<file path="src/rtl/filt_cici_mc_pkg.sv">
// ----------------------------------------------------------------------------
// filt_cici_mc_pkg
// Shared types and helper functions for the multi-channel CIC interpolator.
//   state_t     : LOAD (collect one frame of channel samples) / EMIT (interpolate)
//   idx_width   : channel index width, at least one bit
//   rate_width  : width of the runtime rate port
//   oup_width   : default output width including CIC bit growth
//   clamp_rate  : maps an out-of-range rate (0 or > max) onto the maximum rate
//   out_slot    : output phase that carries the comb sample, clamped to rate-1
// ----------------------------------------------------------------------------
package filt_cici_mc_pkg;

    typedef enum logic {
        ST_LOAD = 1'b0,
        ST_EMIT = 1'b1
    } state_t;

    function automatic int idx_width(input int n);
        return (n > 1) ? $clog2(n) : 1;
    endfunction

    function automatic int rate_width(input int max_rate);
        return $clog2(max_rate + 1);
    endfunction

    function automatic int oup_width(input int inp_width, input int order,
                                     input int max_rate, input int diff_delay);
        return inp_width + order * $clog2(max_rate * diff_delay);
    endfunction

    function automatic int clamp_rate(input int rate, input int max_rate);
        if (rate == 0 || rate > max_rate) return max_rate;
        return rate;
    endfunction

    function automatic int out_slot(input int phase, input int rate);
        return (phase < rate - 1) ? phase : rate - 1;
    endfunction

endpackage

</file>
<file path="src/rtl/filt_cici_mc_if.sv">
// ----------------------------------------------------------------------------
// filt_cici_mc_if
// Input/output stream bundle of the CIC interpolator.
//   i_ena              : global enable
//   i_rate             : interpolation factor, latched at channel-0 accept
//   i_data/i_valid     : input sample stream, o_ready back to the source
//   o_data/o_chan      : output sample and its channel
//   o_valid/i_ready    : output handshake with the downstream sink
// Modport slave is the filter's view, master is the environment's view.
// ----------------------------------------------------------------------------
interface filt_cici_mc_if
    import filt_cici_mc_pkg::*;
#(
    parameter int gp_nr_channels = 2,
    parameter int gp_max_rate    = 8,
    parameter int gp_inp_width   = 8,
    parameter int gp_oup_width   = 17
);
    localparam int CW = idx_width(gp_nr_channels);
    localparam int RW = rate_width(gp_max_rate);

    logic                    i_ena;
    logic [RW-1:0]           i_rate;
    logic [gp_inp_width-1:0] i_data;
    logic                    i_valid;
    logic                    o_ready;
    logic [gp_oup_width-1:0] o_data;
    logic [CW-1:0]           o_chan;
    logic                    o_valid;
    logic                    i_ready;

    modport slave (
        input  i_ena, i_rate, i_data, i_valid, i_ready,
        output o_ready, o_data, o_chan, o_valid
    );

    modport master (
        output i_ena, i_rate, i_data, i_valid, i_ready,
        input  o_ready, o_data, o_chan, o_valid
    );

endinterface

</file>
<file path="src/rtl/cici_chan_regfile.sv">
// ----------------------------------------------------------------------------
// cici_chan_regfile
// Per-channel state storage: one row of gp_words words per channel, cleared by
// the asynchronous reset. A single index selects the row that is read
// (combinationally) and, when i_wr_en is high, overwritten at the clock edge.
//   i_clk, i_rst_an : clock, asynchronous active-low reset
//   i_idx           : channel row selected this cycle
//   o_rd_row        : current contents of the selected row
//   i_wr_en/i_wr_row: write-back of the selected row
// ----------------------------------------------------------------------------
module cici_chan_regfile
    import filt_cici_mc_pkg::*;
#(
    parameter int gp_nr_channels = 2,
    parameter int gp_words       = 1,
    parameter int gp_width       = 8
) (
    input  logic                                  i_clk,
    input  logic                                  i_rst_an,
    input  logic [idx_width(gp_nr_channels)-1:0]  i_idx,
    output logic [gp_words-1:0][gp_width-1:0]     o_rd_row,
    input  logic                                  i_wr_en,
    input  logic [gp_words-1:0][gp_width-1:0]     i_wr_row
);

    logic [gp_words-1:0][gp_width-1:0] mem [gp_nr_channels];

    always_ff @(posedge i_clk or negedge i_rst_an) begin
        if (!i_rst_an) begin
            for (int c = 0; c < gp_nr_channels; c++) mem[c] <= '0;
        end else if (i_wr_en) begin
            mem[i_idx] <= i_wr_row;
        end
    end

    assign o_rd_row = mem[i_idx];

endmodule

</file>
<file path="src/rtl/filt_cici_mc.sv">
// ----------------------------------------------------------------------------
// filt_cici_mc
// Multi-channel runtime-rate CIC interpolator. A frame of gp_nr_channels TDM
// samples is accepted (one comb pass per channel), then rate*gp_nr_channels
// interpolated samples are emitted in slot order ch = k mod N, phase = k div N.
//   i_clk    : single clock
//   i_rst_an : asynchronous active-low reset
//   bus      : stream bundle (filt_cici_mc_if.slave), see the interface file
// All arithmetic wraps modulo 2^gp_oup_width; comb and integrator wrap cancel.
// ----------------------------------------------------------------------------
module filt_cici_mc
    import filt_cici_mc_pkg::*;
#(
    parameter int gp_nr_channels = 2,
    parameter int gp_order       = 3,
    parameter int gp_diff_delay  = 1,
    parameter int gp_max_rate    = 8,
    parameter int gp_phase       = 0,
    parameter int gp_inp_width   = 8,
    parameter int gp_oup_width   = oup_width(gp_inp_width, gp_order, gp_max_rate, gp_diff_delay)
) (
    input  logic          i_clk,
    input  logic          i_rst_an,
    filt_cici_mc_if.slave bus
);

    localparam int CW     = idx_width(gp_nr_channels);
    localparam int RW     = rate_width(gp_max_rate);
    localparam int OW     = gp_oup_width;
    localparam int M      = gp_diff_delay;
    // Comb row: gp_order*M delay taps followed by the latest comb output.
    localparam int CWORDS = gp_order * M + 1;
    localparam int CO_IDX = gp_order * M;
    localparam logic [CW-1:0] LAST_CH = CW'(gp_nr_channels - 1);

    state_t              state, next_state;
    logic [CW-1:0]       ch_cnt;
    logic [RW-1:0]       phase_cnt, rate_q, slot_phase;
    logic                last_done;
    logic                ready, accept, advance, emit_step, last_slot;
    logic [OW-1:0]       o_data_q;
    logic [CW-1:0]       o_chan_q;
    logic                o_valid_q;
    logic [CWORDS-1:0][OW-1:0]   comb_rd, comb_wr;
    logic [gp_order-1:0][OW-1:0] integ_rd, integ_wr;
    logic [OW-1:0]       comb_x  [gp_order+1];
    logic [OW-1:0]       integ_x [gp_order+1];

    // State register
    always_ff @(posedge i_clk or negedge i_rst_an) begin
        if (!i_rst_an) state <= ST_LOAD;
        else           state <= next_state;
    end

    // Next state: a frame ends once the last slot has been issued and the
    // sink has taken it.
    always_comb begin
        next_state = state;
        case (state)
            ST_LOAD: if (accept && ch_cnt == LAST_CH) next_state = ST_EMIT;
            ST_EMIT: if (last_done && advance)        next_state = ST_LOAD;
            default: next_state = ST_LOAD;
        endcase
    end

    // Control outputs; o_ready is forced low while reset is held.
    always_comb begin
        ready      = (state == ST_LOAD) && bus.i_ena && i_rst_an;
        accept     = ready && bus.i_valid;
        advance    = bus.i_ena && (!o_valid_q || bus.i_ready);
        emit_step  = (state == ST_EMIT) && !last_done && advance;
        last_slot  = (ch_cnt == LAST_CH) && (phase_cnt == rate_q - RW'(1));
        slot_phase = RW'(out_slot(gp_phase, int'(rate_q)));
    end

    // Comb chain for the accepted sample, and integrator chain for the
    // current emit slot; both read and rewrite the row of channel ch_cnt.
    always_comb begin
        comb_x[0] = {{(OW - gp_inp_width){bus.i_data[gp_inp_width-1]}}, bus.i_data};
        comb_wr   = comb_rd;
        for (int s = 0; s < gp_order; s++) begin
            comb_x[s+1]    = comb_x[s] - comb_rd[s*M + M - 1];
            comb_wr[s*M]   = comb_x[s];
            for (int j = 1; j < M; j++) comb_wr[s*M + j] = comb_rd[s*M + j - 1];
        end
        comb_wr[CO_IDX] = comb_x[gp_order];

        integ_x[0] = (phase_cnt == slot_phase) ? comb_rd[CO_IDX] : '0;
        integ_wr   = integ_rd;
        for (int s = 0; s < gp_order; s++) begin
            integ_x[s+1] = integ_rd[s] + integ_x[s];
            integ_wr[s]  = integ_x[s+1];
        end
    end

    // Channel/phase counters, frame rate and the registered output stage.
    always_ff @(posedge i_clk or negedge i_rst_an) begin
        if (!i_rst_an) begin
            ch_cnt    <= '0;
            phase_cnt <= '0;
            rate_q    <= RW'(gp_max_rate);
            last_done <= 1'b0;
            o_data_q  <= '0;
            o_chan_q  <= '0;
            o_valid_q <= 1'b0;
        end else if (accept) begin
            if (ch_cnt == '0) rate_q <= RW'(clamp_rate(int'(bus.i_rate), gp_max_rate));
            ch_cnt <= (ch_cnt == LAST_CH) ? '0 : ch_cnt + CW'(1);
        end else if (emit_step) begin
            o_data_q  <= integ_x[gp_order];
            o_chan_q  <= ch_cnt;
            o_valid_q <= 1'b1;
            if (ch_cnt == LAST_CH) begin
                ch_cnt <= '0;
                if (last_slot) begin
                    phase_cnt <= '0;
                    last_done <= 1'b1;
                end else begin
                    phase_cnt <= phase_cnt + RW'(1);
                end
            end else begin
                ch_cnt <= ch_cnt + CW'(1);
            end
        end else if (state == ST_EMIT && last_done && advance) begin
            o_valid_q <= 1'b0;
            last_done <= 1'b0;
        end
    end

    cici_chan_regfile #(
        .gp_nr_channels (gp_nr_channels),
        .gp_words       (CWORDS),
        .gp_width       (OW)
    ) u_comb_rf (
        .i_clk    (i_clk),
        .i_rst_an (i_rst_an),
        .i_idx    (ch_cnt),
        .o_rd_row (comb_rd),
        .i_wr_en  (accept),
        .i_wr_row (comb_wr)
    );

    cici_chan_regfile #(
        .gp_nr_channels (gp_nr_channels),
        .gp_words       (gp_order),
        .gp_width       (OW)
    ) u_integ_rf (
        .i_clk    (i_clk),
        .i_rst_an (i_rst_an),
        .i_idx    (ch_cnt),
        .o_rd_row (integ_rd),
        .i_wr_en  (emit_step),
        .i_wr_row (integ_wr)
    );

    assign bus.o_ready = ready;
    assign bus.o_data  = o_data_q;
    assign bus.o_chan  = o_chan_q;
    assign bus.o_valid = o_valid_q;

endmodule
</file>
<file path="src/flat_wrapper.sv">
// flat-port wrapper written by rule: the top's interface ports become plain ports
module filt_cici_mc_flat import filt_cici_mc_pkg::*;
#(
    parameter int gp_nr_channels = 2,
    parameter int gp_order       = 3,
    parameter int gp_diff_delay  = 1,
    parameter int gp_max_rate    = 8,
    parameter int gp_phase       = 0,
    parameter int gp_inp_width   = 8,
    parameter int gp_oup_width   = oup_width(gp_inp_width, gp_order, gp_max_rate, gp_diff_delay)
)
  (i_clk, i_rst_an, bus_i_ena, bus_i_rate, bus_i_data, bus_i_valid, bus_i_ready, bus_o_ready, bus_o_data, bus_o_chan, bus_o_valid);
  filt_cici_mc_if #(.gp_nr_channels(gp_nr_channels), .gp_max_rate(gp_max_rate), .gp_inp_width(gp_inp_width), .gp_oup_width(gp_oup_width)) bus_i ();
  input  logic i_clk;
  input  logic i_rst_an;
  input wire logic [$bits(bus_i.i_ena)-1:0] bus_i_ena;
  input wire logic [$bits(bus_i.i_rate)-1:0] bus_i_rate;
  input wire logic [$bits(bus_i.i_data)-1:0] bus_i_data;
  input wire logic [$bits(bus_i.i_valid)-1:0] bus_i_valid;
  input wire logic [$bits(bus_i.i_ready)-1:0] bus_i_ready;
  output wire logic [$bits(bus_i.o_ready)-1:0] bus_o_ready;
  output wire logic [$bits(bus_i.o_data)-1:0] bus_o_data;
  output wire logic [$bits(bus_i.o_chan)-1:0] bus_o_chan;
  output wire logic [$bits(bus_i.o_valid)-1:0] bus_o_valid;
  assign bus_i.i_ena = bus_i_ena;
  assign bus_i.i_rate = bus_i_rate;
  assign bus_i.i_data = bus_i_data;
  assign bus_i.i_valid = bus_i_valid;
  assign bus_i.i_ready = bus_i_ready;
  assign bus_o_ready = bus_i.o_ready;
  assign bus_o_data = bus_i.o_data;
  assign bus_o_chan = bus_i.o_chan;
  assign bus_o_valid = bus_i.o_valid;
  filt_cici_mc #(.gp_nr_channels(gp_nr_channels), .gp_order(gp_order), .gp_diff_delay(gp_diff_delay), .gp_max_rate(gp_max_rate), .gp_phase(gp_phase), .gp_inp_width(gp_inp_width), .gp_oup_width(gp_oup_width)) u_core (.i_clk(i_clk), .i_rst_an(i_rst_an), .bus(bus_i));
endmodule
</file>
<file path="config.mk">
export PLATFORM = sky130hd
export DESIGN_NAME = filt_cici_mc_flat
export DESIGN_NICKNAME = d
export VERILOG_FILES = /design/src/rtl/filt_cici_mc_pkg.sv /design/src/rtl/filt_cici_mc_if.sv /design/src/rtl/cici_chan_regfile.sv /design/src/rtl/filt_cici_mc.sv /design/src/flat_wrapper.sv
export SDC_FILE = /design/constraint.sdc
export NUM_CORES = 1
export LEC_CHECK = 0
export CORE_ASPECT_RATIO = 0.7
export CORE_MARGIN = 3
export CORE_UTILIZATION = 57
export CTS_CLUSTER_SIZE = 16
export DETAILED_ROUTE_END_ITERATION = 8
export GPL_TIMING_DRIVEN = 0
export PLACE_DENSITY_LB_ADDON = 0.15
export SLEW_MARGIN = 20
export SYNTH_ARGS = -nofsm -noshare
export SYNTH_HDL_FRONTEND = slang
export SYNTH_SLANG_ARGS = --single-unit
</file>
<file path="constraint.sdc">
create_clock -name i_clk -period 6.5 [get_ports i_clk]
set_input_delay 1.3 -clock i_clk [delete_from_list [all_inputs] [get_ports i_clk]]
set_output_delay 1.3 -clock i_clk [all_outputs]
set_load 0.05 [all_outputs]
</file>
==> run summary <==
type of the worst min-delay path - reg2reg
initial antenna violation count - 0
Crit Path Max Fanout - 4
Main synth FF type - dfrtp_1
TritonCTS clock tree - done
iteration-0 DRC count of the detailed router - 1283
Critical Path AT - 6.88 ns
Worst Setup End Kind - flop
pin count of the biggest net entering global routing - 99
Simple-Gate Fraction of Synth Area - 20.4%
TritonCTS buffer count - 26
Reg2Reg Depth - 32
iteration count of the initial detailed-routing pass - 7
vias in the first global route - 12013
Worst Hold Depth - 2
DP Area - 15600 um2
main combinational cell family by area after synthesis - simple AND/OR/NAND/NOR gates
slowest cell on the critical path - dfstp_2
total nets after synthesis - 1784
setup TNS - 0 ns
status - finished, final reports clean
htree depth - 1
WS Path Type - reg2reg
initial cell density of the core - 58.8%
hold_buf cts - 0
maxcap violations - 0
num rows - 48
vias - 12484
fin nets - 1896
Synth top area share - 42.3%
Worst-Skew Late Latency - 0.56 ns
Final Non-Filler Cells - 2128
GR Overflow Total - 0
CP Launch Type - flop
Root Buffer - clkbuf_16
final instance area - 17800 um2
mapped cell area - 14700 um2
most area-consuming cells after synthesis - dfrtp_1 (42%), nand2_1 (14%), ha_1 (7.4%), mux2_2 (6.0%), mux2i_1 (4.4%)
post-DR wirelength/cell - 19.2 um
RSZ-0062 raised after global routing - true
FF-to-FF End - u_core.u_integ_rf.mem[100]$_DFFE_PN0P_
min cycle time layout - 6.44 ns
register area share after synthesis - 42.5%
CP bufs+invs - 7
worst clock skew - 0.0210 ns
Compound-Gate Fraction of Synth Area - 9.70%
slew at the pin with the worst max-slew slack - 0.994 ns
DRT Wirelength - 40800 um
slowest cell delay on critical path - 0.56 ns
first-pass GRT wire length - 64800 um
final slew viol count - 0
fmax - 0.155 GHz
fin crit share - 99.0%
top-count cell post-synth - nand2_1
vias per cell - 5.87
Distinct cells, synth - 66
final hold slack - 0.469 ns
buffers added on ports - 36
share of layout cells above drive strength 1 - 17.2%
Overall Global Routing Usage - 29.3%
DP Wirelength - 28100 um
flop-to-flop setup slack - 0.06 ns
ANT cells - 0
Filler cells - 1827
die width - 198 um
Adder-Cell Fraction of Synth Area - 8.61%
Post-synth top cells - nand2_1 (541), dfrtp_1 (249), nor2_1 (109), o21ai_0 (105), ha_1 (87)
Core ar. - 25000 um2
synthesized flop and latch total - 250
Top-Level Pins - 37
Post-synth EDFFs - 0
endpoints failing setup - 0
multi-input logic area - 8870 um2
hold path endpoint - u_core.u_integ_rf.mem[40]$_DFFE_PN0P_
Layout area overhead - 20.9%
Post-synth ARST share - 100%
Clock Pin Slew Worst Setup and Hold Paths - 0.07 ns
multiplexer share of the synthesized area - 10.5%
CP top delay family - compound AO/OA/AOI/OAI gates
xor/xnor cell area share of the yosys netlist - 5.26%
Die Y - 141 um
Hold Violations, Final - 0
min-delay src - u_core.u_integ_rf.mem[40]$_DFFE_PN0P_
Yosys top cell by area - dfrtp_1
Clock Tree Buf Depth - 3
FF-to-FF Start - u_core.rate_q[3]$_DFFE_PN1P_
Synth Area per Inst - 8.82 um2
synth warn - 0
Cells after Synth - 1671
routability cong. - 0.896
Remaining DRCs - 0
die area - 27800 um2
Sink Count - 250
Detail Route Antenna Nets - 0
DP Cell Count - 2035
WP data required - 6.95 ns
flip-flop and latch area - 6260 um2
Worst slew margin - 33.7%
## stage by stage
stage / setup WS, ns / util [%]
after floorplan: 0.0250 / -
after global placement: -6.71 / 61.9
after detailed placement: -1.82 / 62.3
after CTS: 0.00185 / 68.4
after global routing: -0.0928 / 71.2
final: 0.0632 / 71.2
## per-layer routing
metal	GRT usage [%]	part of all wire, %	vias up
met5	0	0	-
met4	5.40	1.6	0
met1	47.0	48	6153
met2	40.8	42	471
li1	-	-	5812
met3	6.59	8.5	48
## tightest hold or removal path, cell delays in order, from the launching register on
cell and delay, ns:
dfrtp_1 0.34, nand2_1 0.05, nand2_1 0.05
## cell type report
| type | instances | area share, % |
|---|---|---|
| Timing Repair Buffer | 86 | 4.70 |
| Buffer | 62 | 1.69 |
| Sequential cell | 250 | 35.1 |
| Clock buffer | 36 | 4.25 |
| Clock inverter | 12 | 1.02 |
| Tap cell | 325 | 2.28 |
| Multi-Input combinational cell | 1301 | 49.8 |
| Inverter | 56 | 1.18 |
## kinds of logic after synthesis
| group | Yosys count |
|---|---|
| fa+ha+maj | 96 |
| compound gates | 232 |
| mux | 144 |
| xor+xnor | 87 |
| flops | 250 |
| simple gates | 742 |
| buf+inv | 120 |
## state kept, by name, summed over array words and instances, names as in the netlist, 4 cells and up
register	count
u_core.u_comb_rf.mem	118
u_core.u_integ_rf.mem	102
u_core.bus.o_data	17
u_core.phase_cnt	4
u_core.rate_q	4
## what timing repair did
action,CTS,global route
endpoints found under the setup margin,55,23
gates cloned,0,1
pin swaps,26,52
buffers inserted,22,24
endpoints found under the hold margin,0,0
resized for setup,97,92
## worst max-delay path by stage
| stage | start | endpoint | slack, ns | cells past startpoint |
|---|---|---|---|---|
| floorplan | u_core.ch_cnt$_DFFE_PN0P_ | u_core.u_comb_rf.mem[67]$_DFFE_PN0P_ | 0.03 | 32 |
| global placement | i_rst_an | bus_o_ready | -6.71 | 4 |
| detailed placement | u_core.ch_cnt$_DFFE_PN0P_ | u_core.u_comb_rf.mem[67]$_DFFE_PN0P_ | -1.82 | 32 |
| CTS | u_core.rate_q[0]$_DFFE_PN0P_ | u_core.bus.o_data[15]$_DFFE_PN0P_ | 0.002 | 30 |
| global route | u_core.rate_q[1]$_DFFE_PN0P_ | u_core.u_integ_rf.mem[100]$_DFFE_PN0P_ | -0.09 | 31 |
| finish | u_core.rate_q[3]$_DFFE_PN1P_ | u_core.u_integ_rf.mem[100]$_DFFE_PN0P_ | 0.06 | 32 |
## layout by cell type (no fill, tap or decap), types with 8 or more instances in the layout
cell type	instances
o21ai_0	88
xor2_1	19
o21ai_1	10
nand2b_1	9
mux2i_1	63
nand3_1	15
a21oi_1	40
o21ai_2	8
clkbuf_16	27
clkdlybuf4s50_1	35
ha_1	63
nor3_1	10
inv_1	51
buf_4	41
a21o_1	9
ha_4	20
dfrtp_1	248
clkbuf_1	48
nor2b_1	14
xnor2_1	42
mux2_2	75
buf_1	8
xnor2_2	18
nor2_1	102
nand2_1	539
Power is not shown: default switching activity piles up to over one toggle a cycle in this logic, so the estimate is an artifact.
==> edit 1, RTL diff (config.mk and constraints unchanged) <==
`gp_inp_width` is set to 8 in 3 places; all go to 7.
--- a/src/rtl/filt_cici_mc_if.sv
+++ b/src/rtl/filt_cici_mc_if.sv
@@ -15,3 +15,3 @@
     parameter int gp_max_rate    = 8,
-    parameter int gp_inp_width   = 8,
+    parameter int gp_inp_width   = 7,
     parameter int gp_oup_width   = 17
--- a/src/rtl/filt_cici_mc.sv
+++ b/src/rtl/filt_cici_mc.sv
@@ -18,3 +18,3 @@
     parameter int gp_phase       = 0,
-    parameter int gp_inp_width   = 8,
+    parameter int gp_inp_width   = 7,
     parameter int gp_oup_width   = oup_width(gp_inp_width, gp_order, gp_max_rate, gp_diff_delay)
--- a/src/flat_wrapper.sv
+++ b/src/flat_wrapper.sv
@@ -8,3 +8,3 @@
     parameter int gp_phase       = 0,
-    parameter int gp_inp_width   = 8,
+    parameter int gp_inp_width   = 7,
     parameter int gp_oup_width   = oup_width(gp_inp_width, gp_order, gp_max_rate, gp_diff_delay)
Ports: changed (resized bus_i_data and bus_o_data); port bits go from 37 to 35. No check against the original RTL was run, so the function may have changed too.
==> edit 1 against the original RTL <==
Fmax is 0.16% higher. Count of clock-buffer cells in the layout is 6 higher. Setup slack better by 10 ps. Wire length is 9.7% lower. Synthesized area is 5.9% lower. Sequential cell count is 15 lower. First-iteration DRC count is 31% lower. Final area is 7.6% lower.
Power is left out: the tool's default activity adds up to more than one toggle a clock period on the data nets, which glitch-free logic cannot reach.
==> edit 1: results (changes against the original RTL) <==
* Register Area at 5880 um2 (-6.0%)
* Port bufs at 34 (-5.6%)
* Worst slack at placement at -1610 ps (+219 ps)
* Clock Skew at 13.7 ps (-7.31 ps)
* GR Util met3 at 0.0593 (-0.00660)
* Routed wl met2 at 15300 um (-9.6%)
* Syn avg cell area at 9.09 um2 (+3.1%)
* Final wirelength at 36900 um (-9.7%)
* CTS buffer count at 24 (-7.7%)
* Placed cell count at 1879 (-7.7%)
* Critical R2R Capture: u_core.u_integ_rf.mem[47]
* Outcome: complete, no violations
* Detailed placer's ending HPWL at 25500 um (-9.5%)
* R2R depth at 27 (-16%)
* Design area at 16500 um2 (-7.6%)
* Layout fillers at 1805 (-1.2%)
* Worst slew pin tran at 1040 ps (+40.6 ps)
* Reg2reg start: u_core.rate_q[1]
* Syn Nets at 1634 (-8.4%)
* Synth top area cells: dfrtp_1 (42%), nand2_1 (13%), ha_1 (7.6%)
* DRT met1 WL at 17900 um (-9.3%)
* Total track usage at 0.282 (-0.0110)
* Met2 Track Usage GR at 0.397 (-0.0103)
* Crit path max-delay family: simple AND/OR/NAND/NOR gates
* Layout Cells excl Fill at 1969 (-7.5%)
* Fraction of area in multi-input gates at 0.499 (+0.00125)
* Largest net degree at the start of global routing at 100 (+1.0%)
* Hold endpoint: u_core.u_integ_rf.mem[29]
* Largest stage delay, worst path at 430 ps (-130 ps)
* Final nets at 1742 (-8.1%)
* Drt first pass iters at 5 (-2)
* Post-DP Area at 14700 um2 (-6.0%)
* Drt via density at 5.78 (-1.6%)
edit 1: cell types whose count changed after synthesis, moves of 7 or more:
cell | unedited run | this run
nand2_1 | 541 | 482
dfrtp_1 | 249 | 234
nor2_1 | 109 | 82
o21ai_0 | 105 | 72
nand3_1 | 16 | 9
inv_1 | 56 | 40
mux2i_1 | 65 | 56
nor3_1 | 14 | 21
xnor2_1 | 63 | 53
a21o_1 | 9 | 20
and3_1 | 3 | 10
edit 1: cell families after synthesis:
| family | synth area share |
|---|---|
| adder cells (fa/ha/maj) | 0.0896 |
| AND/OR/NAND/NOR | 0.200 |
| flip-flops | 0.424 |
| AO/OA/AOI/OAI | 0.0970 |
| XOR/XNOR | 0.0551 |
| multiplexers | 0.106 |
| buffers and inverters | 0.0279 |
edit 1: what timing repair did:
item | CTS | global route
endpoints found under the setup margin | 63 | 21
gates resized for setup | 67 | 79
gates cloned | 0 | 0
pin swaps | 25 | 59
buffers inserted | 22 | 25
==> edit 2, RTL diff (same settings) <==
Made on the original files. Reset style: synchronous (`i_rst_an`), changed in 3 clocked blocks. Comments in the files are not updated.
--- a/src/rtl/cici_chan_regfile.sv
+++ b/src/rtl/cici_chan_regfile.sv
@@ -27,3 +27,3 @@
 
-    always_ff @(posedge i_clk or negedge i_rst_an) begin
+    always_ff @(posedge i_clk) begin
         if (!i_rst_an) begin
--- a/src/rtl/filt_cici_mc.sv
+++ b/src/rtl/filt_cici_mc.sv
@@ -49,3 +49,3 @@
     // State register
-    always_ff @(posedge i_clk or negedge i_rst_an) begin
+    always_ff @(posedge i_clk) begin
         if (!i_rst_an) state <= ST_LOAD;
@@ -96,3 +96,3 @@
     // Channel/phase counters, frame rate and the registered output stage.
-    always_ff @(posedge i_clk or negedge i_rst_an) begin
+    always_ff @(posedge i_clk) begin
         if (!i_rst_an) begin
Formal check against the unedited RTL: differs if i_rst_an is asserted again (counterexample within 4 cycles, from zero or initial values and one cycle with i_rst_an low); with i_rst_an held inactive, the same outputs for 4 cycles.
==> edit 2 against the original RTL <==
The flow now finishes with violations (negative setup slack). Sequential cell count increased by 1. Setup slack worse by 390 ps. Final area down 1.9%. Wire length shrank 14%. Fmax is 5.7% lower. Clock skew is 1.3 ps higher. Synthesized area shrank 1.8%. Synthesized cell count decreased by 20%. Highest routed layer unchanged.
==> edit 2: results (changes against the original RTL) <==
* Final hold slack at 465 ps (-3.86 ps)
* Crit path capture: u_core.bus.o_data[16]
* Vias post-DR at 10416 (-17%)
* Top cell type's share of synthesized area at 0.457 (+0.0338)
* Sequential share of cell area at 0.413 (+0.0623)
* DR iter-0 viols at 831 (-35%)
* Hold path start: u_core.bus.o_data[0]
* Util after Layout at 0.705 (-0.00668)
* Drt first pass iters at 5 (-2)
* Bufs w/o clock at 153 (+3.4%)
* Hold endpoint: u_core.bus.o_data[0]
* Later-pin clock latency in the skew report at 530 ps (-30 ps)
* DR WL met3 at 2660 um (-23%)
* Critical Path Fanout Max at 5 (+1)
* Post-Syn Instances at 1331 (-20%)
* Post-DP Area at 15400 um2 (-1.1%)
* Final nets at 1574 (-17%)
* Largest stage delay, worst path at 410 ps (-150 ps)
* GR Util met3 at 0.0549 (-0.0109)
* Global-route wire length before repair at 55100 um (-15%)
* Count of flip-flops with a built-in enable after synthesis at 220 (+220)
* CTS resizes at 117 (+21%)
* DRT met1 WL at 16900 um (-15%)
* Antenna violations before repair at 1 (+1)
* Failing checks: negative setup slack
* Post-synthesis xor/xnor area fraction at 0.0541 (+0.00150)
* Placed cell count at 1696 (-17%)
* Final setup vio count at 14 (+14)
* Share of cells above drive strength 1 at 0.214 (+0.0423)
* DR WL/cell at 19.5 um (+1.7%)
* Post-synth cell types at 79 (+20%)
* Post-synthesis mux area share at 0.0823 (-0.0225)
* Fin worst setup slack at -324 ps (-387 ps)
* CTS Sinks at 251 (+0.40%)
* Outcome: complete, but fails checks
-- edit 2: cell types whose count changed after synthesis, moves of 16 or more --
| cell | before | now |
|---|---|---|
| edfxtp_1 | 0 | 220 |
| inv_1 | 56 | 84 |
| and2_1 | 7 | 39 |
| xor2_1 | 23 | 41 |
| xnor2_1 | 63 | 42 |
| dfxtp_1 | 0 | 31 |
| dfrtp_1 | 249 | 0 |
| nand2_1 | 541 | 46 |
| nor2_1 | 109 | 251 |
| mux2_2 | 78 | 51 |
| a21oi_1 | 48 | 64 |
| o21ai_0 | 105 | 21 |
| clkbuf_1 | 50 | 32 |
-- edit 2: power by group through the flow --
stage	Combinational, mW	Sequential (mW)	Clock (mW)
after floorplan	1.89	1.89	0
after global placement	2.47	1.90	0
after detailed placement	2.53	1.89	0
after CTS	3.10	1.86	1.33
after global routing	3.71	1.87	1.40
final	3.45	1.86	1.32
